--- src/rtl/dmem_arbiter.sv ---
`default_nettype none
// ============================================================================
// Module      : dmem_arbiter
// Description : Shares the single-ported data memory between the MEM stage
//               (single word, priority) and a burst master with bounded wait.
// Revision    : 1.0 - initial release
// ============================================================================
module dmem_arbiter #(
  parameter int MAX_WAIT = 8
) (
  input  logic        clk,
  input  logic        rst,
  input  logic        p0_memRead,
  input  logic        p0_memWrite,
  input  logic [31:0] p0_address,
  input  logic [31:0] p0_writedata,
  output logic [31:0] p0_readdata,
  output logic        p0_stall,
  input  logic        p1_req,
  input  logic        p1_we,
  input  logic [31:0] p1_address,
  input  logic [3:0]  p1_len,
  input  logic [31:0] p1_writedata,
  output logic [31:0] p1_readdata,
  output logic        p1_ack,
  output logic        p1_done,
  output logic [31:0] mem_address,
  output logic [31:0] mem_writedata,
  output logic        mem_memRead,
  output logic        mem_memWrite,
  input  logic [31:0] mem_readdata
);

  localparam logic [3:0] C_MAX_WAIT = 4'(MAX_WAIT);

  typedef enum logic [0:0] {
    IDLE  = 1'b0,
    BURST = 1'b1
  } state_t;

  state_t      state_q, state_d;
  logic [3:0]  beat_q, beat_d;
  logic [3:0]  len_q, len_d;
  logic [3:0]  wait_q, wait_d;
  logic        we_q, we_d;
  logic [31:0] base_q, base_d;

  logic        w_p0_req;
  logic        w_grant;
  logic        w_last;
  logic [31:0] w_burst_addr;

  assign w_p0_req     = p0_memRead || p0_memWrite;
  assign w_grant      = (state_q == IDLE) && p1_req && (!w_p0_req || (wait_q == C_MAX_WAIT));
  assign w_last       = (beat_q == len_q);
  assign w_burst_addr = base_q + {26'd0, beat_q, 2'b00};

  always_ff @(posedge clk or negedge rst) begin
    if (!rst) begin
      state_q <= IDLE;
      beat_q  <= 4'd0;
      len_q   <= 4'd0;
      wait_q  <= 4'd0;
      we_q    <= 1'b0;
      base_q  <= 32'd0;
    end else begin
      state_q <= state_d;
      beat_q  <= beat_d;
      len_q   <= len_d;
      wait_q  <= wait_d;
      we_q    <= we_d;
      base_q  <= base_d;
    end
  end

  always_comb begin
    state_d       = state_q;
    beat_d        = beat_q;
    len_d         = len_q;
    wait_d        = wait_q;
    we_d          = we_q;
    base_d        = base_q;
    mem_address   = p0_address;
    mem_writedata = p0_writedata;
    mem_memRead   = p0_memRead;
    mem_memWrite  = p0_memWrite;
    p0_readdata   = mem_readdata;
    p0_stall      = 1'b0;
    p1_readdata   = 32'd0;
    p1_ack        = 1'b0;
    p1_done       = 1'b0;

    case (state_q)
      IDLE: begin
        // The port 0 access of the grant cycle still goes through above.
        if (w_grant) begin
          state_d = BURST;
          base_d  = p1_address;
          len_d   = p1_len;
          we_d    = p1_we;
          beat_d  = 4'd0;
          wait_d  = 4'd0;
        end else if (!p1_req) begin
          wait_d = 4'd0;
        end else if (w_p0_req && (wait_q != C_MAX_WAIT)) begin
          wait_d = wait_q + 4'd1;
        end
      end
      BURST: begin
        mem_address   = w_burst_addr;
        mem_writedata = p1_writedata;
        mem_memWrite  = we_q;
        mem_memRead   = !we_q;
        p0_readdata   = 32'd0;
        p0_stall      = w_p0_req;
        p1_readdata   = we_q ? 32'd0 : mem_readdata;
        p1_ack        = 1'b1;
        p1_done       = w_last;
        if (w_last) begin
          state_d = IDLE;
        end else begin
          beat_d = beat_q + 4'd1;
        end
      end
      default: state_d = IDLE;
    endcase
  end

endmodule
`default_nettype wire

--- config.mk ---
export PLATFORM = sky130hd
export DESIGN_NAME = dmem_arbiter
export DESIGN_NICKNAME = d
export VERILOG_FILES = /design/src/rtl/dmem_arbiter.sv
export SDC_FILE = /design/constraint.sdc
export NUM_CORES = 1
export LEC_CHECK = 0
export ABC_AREA = 1
export CORE_AREA = 2 2 118 120
export CTS_CLUSTER_DIAMETER = 30
export DETAILED_ROUTE_END_ITERATION = 16
export DIE_AREA = 0 0 120 122
export DONT_BUFFER_PORTS = 1
export PLACE_DENSITY_LB_ADDON = 0.15
export SETUP_SLACK_MARGIN = 0.4
export SYNTH_ARGS = -nofsm -noshare
export SYNTH_HDL_FRONTEND = slang
export SYNTH_SLANG_ARGS = --single-unit
export TNS_END_PERCENT = 50
--- constraint.sdc ---
create_clock -name clk -period 4.5 [get_ports clk]
set_input_delay 0.9 -clock clk [delete_from_list [all_inputs] [get_ports clk]]
set_output_delay 0.9 -clock clk [all_outputs]
set_load 0.02 [all_outputs]
## Yosys cells after proc, flatten, opt, wreduce, memory -nomap -nowiden

Index checks and enable logic that the tools add are counted.
Widths: inputs -> output; s select.

- Add/subtract/negate cells: 3
- Equality and inequality tests: 6
- Mux-type cells: 19
- Bitwise gates (word level): 1
- Reductions and logical operators: 10

Operators with widths:

| cell | number |
|---|---|
| $mux 32 | 5 |
| $add 32x6->32 | 1 |
| $mux 4 | 5 |
| $add 4x1->4 const B | 2 |
| $pmux 4 s2 | 1 |
| $mux 1 | 7 |
| $reduce_and 2->1 | 3 |
| $eq 4x4->1 | 1 |
| $eq 4x4->1 const B | 1 |
| $ne 2x2->1 const B | 2 |
| $ne 4x4->1 const B | 1 |
| $logic_and 1x1->1 | 3 |
| $ne 3x1->1 const B | 1 |
| $logic_not 1->1 | 2 |
| $logic_or 1x1->1 | 2 |
| $pmux 1 s2 | 1 |
| $not 1->1 | 1 |

- Register bits: 46
- Output and inout port bits: 133
- Word-level logic and storage cells: 45

## Longest topological paths before layout

Gate-level depths: netlist (run 1).

- Depth in word-level cells: 6
- Mapped depth: 11
- Mapped depth without buffers: 11

## Least setup slack after synthesis (run 1)

OpenSTA, ideal clock, no wires.

- Kind: reg2out
- Start point: register beat_q[0]
- End point: output port mem_address[6]
- Arrival: 1.967 ns
- Data required time: 3.600 ns
- Path slack: 1.633 ns
- Stages on the path, launching flop included: 8
- Cells stage by stage: dfrtp_1 > ha_1 > fa_1 > nand2_1 > nand3_1 > nand2_1 > xor2_1 > o21ai_0

- Cells in the longest elaborated chain, start to end: 2

Ends and longest elaborated chain:

| element | RTL line | text |
|---|---|---|
| start, declared | 42 | `logic [3:0] beat_q, beat_d;` |
| start signal, assigned | 68 | `beat_q <= beat_d;` |
| $add 32x6->32 | 56 | `assign w_burst_addr = base_q + {26'd0, beat_q, 2'b00};` |
| $mux 32 | 93 | `case (state_q)` |
| end, declared | 27 | `output logic [31:0] mem_address,` |

No other way between the ends.

## Worst setup path after layout (run 1)

- Start point: register beat_q[0]
- End point: output port mem_address[14]

The elaborated chain is that of the path after synthesis.

==> impl_metrics.ini, run 1 <==
[layout]
seqCellArea_um2 = 1150
fin_util_pct = 32.3
nets = 832
area_delta_synth_final_pct = 6.31
drive_gt1_share_pct = 9.31
fill_cells = 1522
multiInputGateArea_um2 = 2540

[sta]
clock_skew_ps = 7.09
tightest_slew_ps = 942
fin_crit_ps = 3490
max_freq_mhz = 287
min_period_over_period_pct = 77.5
hold_viol_final = 0
relSlewSlack_pct = 37.1
hold_slack_ps = 298
slew_violations = 0
rsz0062_at_grt = no
tns_ps = 0
setup_violations = 0
fin_ws_ps = 1010

[synthesis]
synth-seq-cells = 46
seq_area_frac_synth_pct = 28.0
synth.distinct_cells = 30
synthArstFlopShare_pct = 100
ys.flop_type = dfrtp_1
synth-warning-count = 0
netlist_area_um2 = 4110
synth_edf_count = 0
syn_nets = 848
syn_area_per_cell_um2 = 6.13
netlist_instances = 670

[outcome]
status = finished, final reports clean

[grt]
grt_max_degree = 75
overflow = 0
antenna_found_initial = 1
grt_pass1_vias = 3667
grt_pass1_wl_mm = 20.7
grt_usage_pct = 18.5

[critical_path]
path_max_fanout = 6
critPathArrivalTime_ps = 2590
reg2reg_to = base_q[2]
crit_start = beat_q[0]
cp.required_ps = 3600
critPathCaptureType = primary output
r2r_start = state_q
crit_type = flop to primary output
startpoint_type = flop
endpoint = mem_address[14]
r2r_cells = 5
r2r_slack_ps = 1770

[die]
rows = 43
die_x_um = 120
coreArea_um2 = 13500
dieHeight_um = 122
initial_core_util_pct = 30.4
die_area_um2 = 14600
io-pin-count = 303

[placement]
place_ws_ps = 1320
io_buffer_count = 0
dpl.hpwl_mm = 11.6
place.gp.congestion = 0.861

[min_path]
hp-class = input port to async pin

[detailed_routing]
wl_per_cell_um = 17.3
wirelength_mm = 14.5
via_count = 4150
viasPerCell = 4.96
first_pass_iters = 5
drc_errors = 0
drtIter0Drc = 273
ant_nets = 0

[job]
cap_viol_max_count = 0

[power_and_ir_drop]
power_mw = 3.41
p_per_area_nw_per_um2 = 780
power.leakage_nw = 2.32
irDropWorstVdd_uv = 271

[cts]
holdBufCountCts = 0
max-clock-path-buffers = 2
htreeDepth = 2
cts_buffers = 5
cts_resized = 0
cts-root-buf = clkbuf_16
cts_tree = yes
cts.sinks = 46
clk_pin_slew_ps = 70
worstSkewPairLatency_ps = 290
cts_setup_buffers = 0
## metrics by stage
stage / instances / area, um2
floorplan: 670 / 4110
global placement: 827 / 4220
detailed placement: 827 / 4220
CTS: 835 / 4360
global route: 835 / 4360
finish: 836 / 4370
## how the worst min path moves through the flow
stage	endpoint	startpoint	depth (start not counted)
floorplan	base_q[0]	base_q[0]	1
global placement	base_q[2]	base_q[2]	1
detailed placement	base_q[0]	base_q[0]	1
CTS	base_q[28]	rst	0
global route	base_q[0]	rst	0
finish	beat_q[3]	rst	0
## layer usage
metal,global-route usage (%),part of all wire (%)
met3,3.84,6.7
met1,24.6,44
met4,6.84,2.6
met5,0,0
met2,29.8,46
## critical path, stage by stage, from the launching register on
cell     delay (ps)
dfrtp_1         440
ha_1            270
fa_1            390
nand2_1          90
nand3_1         130
nand2_1         260
o21ai_0         190
a31oi_1         510
## power by group
part / internal [mW] / switching (mW)
Combinational: 0.534 / 1.63
Sequential: 0.606 / 0.269
Clock: 0.205 / 0.165
## cells by family (layout without fill, tap and decap cells)
family                     count (synthesis)  count (layout)  synth area share (%)
DFF                                       46              46                  28.0
AOI/OAI and AO/OA                         39              39                  5.94
and+or+nand+nor                          443             443                  43.7
muxes                                     23              23                  6.86
buffers and inverters                     98              83                  10.1
adders and majority gates                  8               8                  2.62
other                                      0               1                     0
xor gates and xnor gates                  13              13                  2.77
## placed cells by master, fill, tap and decap left out, types with 5 or more instances in the layout
cell / synthesis / layout
nand3_1: 38 / 38
ha_1: 7 / 7
xor2_1: 6 / 6
dfrtp_1: 46 / 45
inv_1: 69 / 68
nand3b_1: 6 / 6
xnor2_1: 7 / 7
nand2_1: 261 / 260
o21ai_0: 15 / 15
buf_4: 0 / 5
nor2_1: 123 / 123
a21oi_1: 6 / 6
mux2_2: 17 / 17
a21oi_2: 10 / 10
mux2_4: 6 / 6
clkbuf_16: 0 / 5
## area by class of cell
class	count	share of cell area, %
sequential	46	26.5
clock inverter	2	0.229
antenna	1	0.0573
timing repair buffer	5	0.860
clock buffer	6	2.95
tap	180	5.16
inverter	70	6.02
multi-input combinational	526	58.3
## synth_stat cells, drive strengths merged (4+ instances only)
cell type / number / share of area [%]
xnor2: 7 / 1.5
buf: 21 / 3.0
nand3: 39 / 4.9
dfrtp: 46 / 28
nand2: 264 / 24
xor2: 6 / 1.3
nand3b: 6 / 1.1
nor2: 127 / 12
o21ai: 20 / 2.6
inv: 70 / 6.4
clkbuf: 7 / 0.64
a21oi: 16 / 2.9
ha: 7 / 2.1
mux2: 23 / 6.9
nand4: 4 / 0.61
## sequential cells by signal, indices dropped and copies added, names as in the netlist
signal,count
base_q,32
we_q,1
beat_q,4
wait_q,4
len_q,4
state_q,1
Note: power is estimated with default switching activity, not from simulation.
==> run 2, diff against run 1 <==
clock period = 2.95 ns   (was 4.5 ns; I/O delays follow)
==> run 2 against run 1 <==
Clock-buffer cell count is 1 lower. Combinational power is 91% higher. Cell area is 19% higher. Sequential power is 52% higher. Critical path depth is 4 higher. Core utilization is 6.1 points higher. Largest power group unchanged. Highest routed layer is now met5.
==> impl_metrics.ini, run 2 (synthesized netlist as in run 1, its figures left out) <==
[outcome]
status = finished, final reports clean

[detailed_routing]
wirelength_mm = 15.3
wl_per_cell_um = 17.2
viasPerCell = 4.97
via_count = 4425
ant_nets = 0
drc_errors = 0
drtIter0Drc = 279
first_pass_iters = 5

[sta]
clock_skew_ps = 3.07
hold_viol_final = 0
tns_ps = 0
max_freq_mhz = 376
tightest_slew_ps = 828
relSlewSlack_pct = 44.6
slew_violations = 0
setup_violations = 0
min_period_over_period_pct = 90.3
fin_crit_ps = 2660
rsz0062_at_grt = yes

[critical_path]
slowest_delay_ps = 430
cp.required_ps = 2360
critPathArrivalTime_ps = 2070
crit_start = beat_q[0]
crit_type = flop to primary output
critPathCaptureType = primary output
path_max_fanout = 5
r2r_slack_ps = 800
slowest_stage = dfrtp_2
startpoint_type = flop
r2r_start = wait_q[0]
path_cells = ha_4 -> fa_2 -> nand2_2 -> nand3_4 -> nand3_4 -> nor2_4 -> buf_12 -> nand2_2 -> nand2_1 -> nand3_2 -> nand2_4

[cts]
cts_buffers = 5
clk_pin_slew_ps = 70
max-clock-path-buffers = 2
htreeDepth = 2
worstSkewPairLatency_ps = 290
cts.sinks = 46
cts-root-buf = clkbuf_16
cts_tree = yes

[layout]
final_common_cell = nand2_1
largest_reg_flops = 32
finalNonFillerCells = 890
top_register = base_q
area_delta_synth_final_pct = 26.3
fill_cells = 1446
diodes = 0
drive_gt1_share_pct = 24.1
nets = 887
final_cell_mix = nand2_1 (234), nor2_1 (119), inv_1 (68), buf_4 (54), dfrtp_1 (41)

[power_and_ir_drop]
irDropWorstVdd_uv = 456
p_per_area_nw_per_um2 = 1200
power.leakage_nw = 2.67

[placement]
io_buffer_count = 0
placed_cells = 872
dpl.hpwl_mm = 12.1
place.gp.congestion = 0.863

[die]
initial_core_util_pct = 30.4
die_area_um2 = 14600
coreArea_um2 = 13500
io-pin-count = 303
rows = 43
die_x_um = 120
dieHeight_um = 122

[grt]
grt_pass1_wl_mm = 21.5
overflow = 0
antenna_found_initial = 2
grt_max_degree = 47
grt_usage_pct = 19.2
grt_pass1_vias = 3924

[job]
cap_viol_max_count = 0

[min_path]
hp-class = input port to async pin
==> run 2: timing repair <==
action                     CTS  global route
setup buffers                4             4
hold endpoints to repair    46             0
gates cloned                 0             1
setup endpoints to repair   96            84
resized for setup           51            29
pin swaps                   13            19
hold buffers                 1             0
==> run 2: metal layers <==
layer  vias to the layer above  global-route usage (%)  part of all wire (%)
li1                       2128                       -                     -
met3                        21                    2.76                   5.9
met4                         2                    6.76                   2.5
met1                      2073                    25.9                    44
met5                         -                       0                 0.085
met2                       201                    31.4                    48
==> run 2: where the power goes <==
part / switching, mW / total [mW] / internal [mW]
Combinational: 2.83 / 4.13 / 1.31
Clock: 0.262 / 0.749 / 0.487
Sequential: 0.408 / 1.33 / 0.927
==> run 2: metrics by stage <==
step / util [%] / hold WS [ps] / power (mW) / area (um2) / worst slack, ps
finish: 38.4 / 146 / 6.22 / 5190 / 287
global route: 38.4 / 153 / 6.67 / 5190 / 191
CTS: 37.1 / 151 / 6.06 / 5010 / 298
detailed placement: 33.8 / 296 / 5.01 / 4560 / 201
global placement: 33.8 / 296 / 4.98 / 4560 / 250
floorplan: - / 294 / 4.03 / 4110 / 398
==> run 2: final cells by class <==
cell class | instances | area (um2) | area share (%)
multi-input cells | 527 | 2850 | 55.0
clock inverters | 3 | 68.8 | 1.33
repair buffers | 59 | 487 | 9.38
inverters | 70 | 268 | 5.16
well taps | 180 | 225 | 4.34
flip-flops and latches | 46 | 1160 | 22.4
clock buffers | 5 | 125 | 2.41
==> run 2: worst paths after layout <==
kind                                   end  depth (start not counted)
max reg2reg                     base_q[31]                          8
min in group clk                  len_q[3]                          1
min reg2reg                      base_q[0]                          1
max in group asynchronous          state_q                          1
min                             base_q[23]                          1
max                        mem_address[20]                         11
==> run 2: critical path: cells and delay by family (launching register included) <==
| kind | cells | cell delay [ps] |
|---|---|---|
| fa+ha+maj | 2 | 510 |
| buf+inv | 1 | 130 |
| flops | 1 | 430 |
| simple gates | 8 | 700 |
==> run 3, diff against run 2 <==
ABC_AREA = unset   (was 1)
CORE_AREA = 2 2 119 121   (was 2 2 118 120)
DIE_AREA = 0 0 121 123   (was 0 0 120 122)
==> run 3 against run 2 <==
Critical path depth decreased by 2. Die area increased by 1.7%. Non-clock buffer count decreased by 10. Area after synthesis decreased by 8.6%. Clock skew increased by 5.1 ps. Sequential power increased by 9%. Via count decreased by 29%. Synthesized cell count decreased by 39%. Sequential share of layout area increased by 1.2 points. Critical endpoint is now mem_address[28]. Largest cell class unchanged. Largest power group unchanged.
==> impl_metrics.ini, run 3 <==
[synthesis]
syn_area_per_cell_um2 = 9.18
ys_top_cells_by_count = mux2_2 (74), dfrtp_1 (46), nor2b_1 (37)
synth_simple_gate_area_share_pct = 24.7
netlist.area_leader.share_pct = 30.7
synth-warning-count = 0
synthMuxAreaShare_pct = 22.5
synthArstFlopShare_pct = 100
synthTopCellsByArea = dfrtp_1 (31%), mux2_2 (22%), nor2b_1 (6.2%)
synth_edf_count = 0
netlist_area_um2 = 3750
synth.most_common_cell = mux2_2
netlist_instances = 409
syn_nets = 587
synth.distinct_cells = 45
synth-xor-area-share_pct = 7.00
synth-seq-cells = 46
synth_top_family_by_area = simple AND/OR/NAND/NOR gates
synth_compound_area_share_pct = 8.57
synth.largest_area_cell = dfrtp_1
synthAdderAreaFrac_pct = 2.87
seq_area_frac_synth_pct = 30.7
ys.flop_type = dfrtp_1

[detailed_routing]
wirelength_mm = 13.0
drc_errors = 0
wl_per_cell_um = 21.0
via_count = 3163
drtIter0Drc = 77
first_pass_iters = 4
viasPerCell = 5.09
ant_nets = 0

[grt]
overflow = 0
grt_pass1_vias = 2979
grt_max_degree = 55
grt_pass1_wl_mm = 17.8
antenna_found_initial = 1
grt_usage_pct = 16.0

[sta]
rsz0062_at_grt = yes
tns_ps = 0
tightest_slew_ps = 555
max_freq_mhz = 345
min_period_over_period_pct = 98.2
fin_crit_ps = 2900
fin_ws_ps = 53.2
setup_violations = 0
relSlewSlack_pct = 62.6
slew_violations = 0
hold_viol_final = 0
clock_skew_ps = 8.21

[layout]
nets = 618
largest_reg_flops = 32
final_cell_mix = mux2_2 (74), dfrtp_1 (43), nor2b_1 (37), buf_4 (35)
area_delta_synth_final_pct = 31.1
drive_gt1_share_pct = 42.4
top_register = base_q
final_common_cell = mux2_2

[die]
rows = 43
die_x_um = 121
die_area_um2 = 14900
coreArea_um2 = 13600
initial_core_util_pct = 27.6
io-pin-count = 303
dieHeight_um = 123

[power_and_ir_drop]
p_per_area_nw_per_um2 = 1240
irDropWorstVdd_uv = 448
power.leakage_nw = 1.85
power_mw = 6.10

[cts]
max-clock-path-buffers = 2
worstSkewPairLatency_ps = 290
cts_buffers = 5
cts.sinks = 46
cts_tree = yes
clk_pin_slew_ps = 70
htreeDepth = 2
cts-root-buf = clkbuf_16

[job]
cap_viol_max_count = 0

[placement]
place_ws_ps = -166
place.gp.congestion = 0.762
io_buffer_count = 0
dpl.hpwl_mm = 10.0

[critical_path]
critPathCaptureType = primary output
startpoint_type = flop
path_max_fanout = 7
critPathArrivalTime_ps = 2310
cp.required_ps = 2360
crit_type = flop to primary output

[min_path]
hp-class = input port to async pin

[outcome]
status = finished, final reports clean
run 3: through the flow:
step           utilization, %  hold WS, ps  std cells  cell area, um2
2_1_floorplan               -          294        409            3780
5_1_grt                  36.1          155        621            4920
4_1_cts                  34.4          152        618            4680
3_3_place_gp             30.9          296        601            4200
3_5_place_dp             30.9          296        601            4200
6_report                 36.1          145        622            4920
run 3: final timing paths:
kind | from | end | slack [ps] | cells after the start
worst max-delay path | base_q[2] | mem_address[28] | 50 | 9
worst min-delay path | rst | base_q[19] | 150 | 1
worst max register to register | state_q | base_q[3] | 770 | 5
worst min register to register | wait_q[3] | wait_q[3] | 470 | 1
max in group asynchronous | rst | state_q | 2560 | 1
min in group clk | p1_address[14] | base_q[14] | 430 | 2
run 3: area by class of cell:
cell class                      count  area [um2]
Inverter                            7        26.3
Multi-Input combinational cell    331        2910
Clock inverter                      1        7.51
Timing Repair Buffer               49         463
Fill cell                        1384        8690
Clock buffer                        7         133
Sequential cell                    46        1160
Tap cell                          180         225
Antenna cell                        1        2.50
run 3: per-layer routing:
| metal | up-vias | wire, um | GRT usage [%] |
|---|---|---|---|
| li1 | 1472 | - | - |
| met1 | 1544 | 5100 | 19.2 |
| met2 | 139 | 6850 | 28.1 |
| met3 | 8 | 987 | 4.98 |
| met4 | 0 | 101 | 3.27 |
| met5 | - | 0 | 0 |
run 3: power by group:
group / switching [mW] / internal [mW]
sequential: 0.505 / 0.941
clock: 0.244 / 0.315
combinational: 2.39 / 1.70
total: 3.14 / 2.96
run 3: cell families after synthesis:
kind of cell,after synthesis
adder cells (fa/ha/maj),8
AO/OA/AOI/OAI,54
multiplexers,75
AND/OR/NAND/NOR,164
flip-flops,46
buffers and inverters,32
XOR/XNOR,30
run 3: what timing repair did:
| action | CTS | global route |
|---|---|---|
| setup endpoints to repair | 56 | 28 |
| resized for setup | 40 | 36 |
| gates cloned | 0 | 0 |
| setup buffers | 8 | 3 |
| pin swaps | 25 | 21 |
| endpoints found under the hold margin | 46 | 0 |
| hold buffers | 1 | 0 |
run 3: critical path: stages (launching register included):
cell and delay (ps):
dfrtp_1 410, ha_4 180, fa_2 390, a211oi_4 310
nor2_4 90, buf_6 150, nand3_2 60, xor2_1 170
a21oi_1 90, buf_4 170
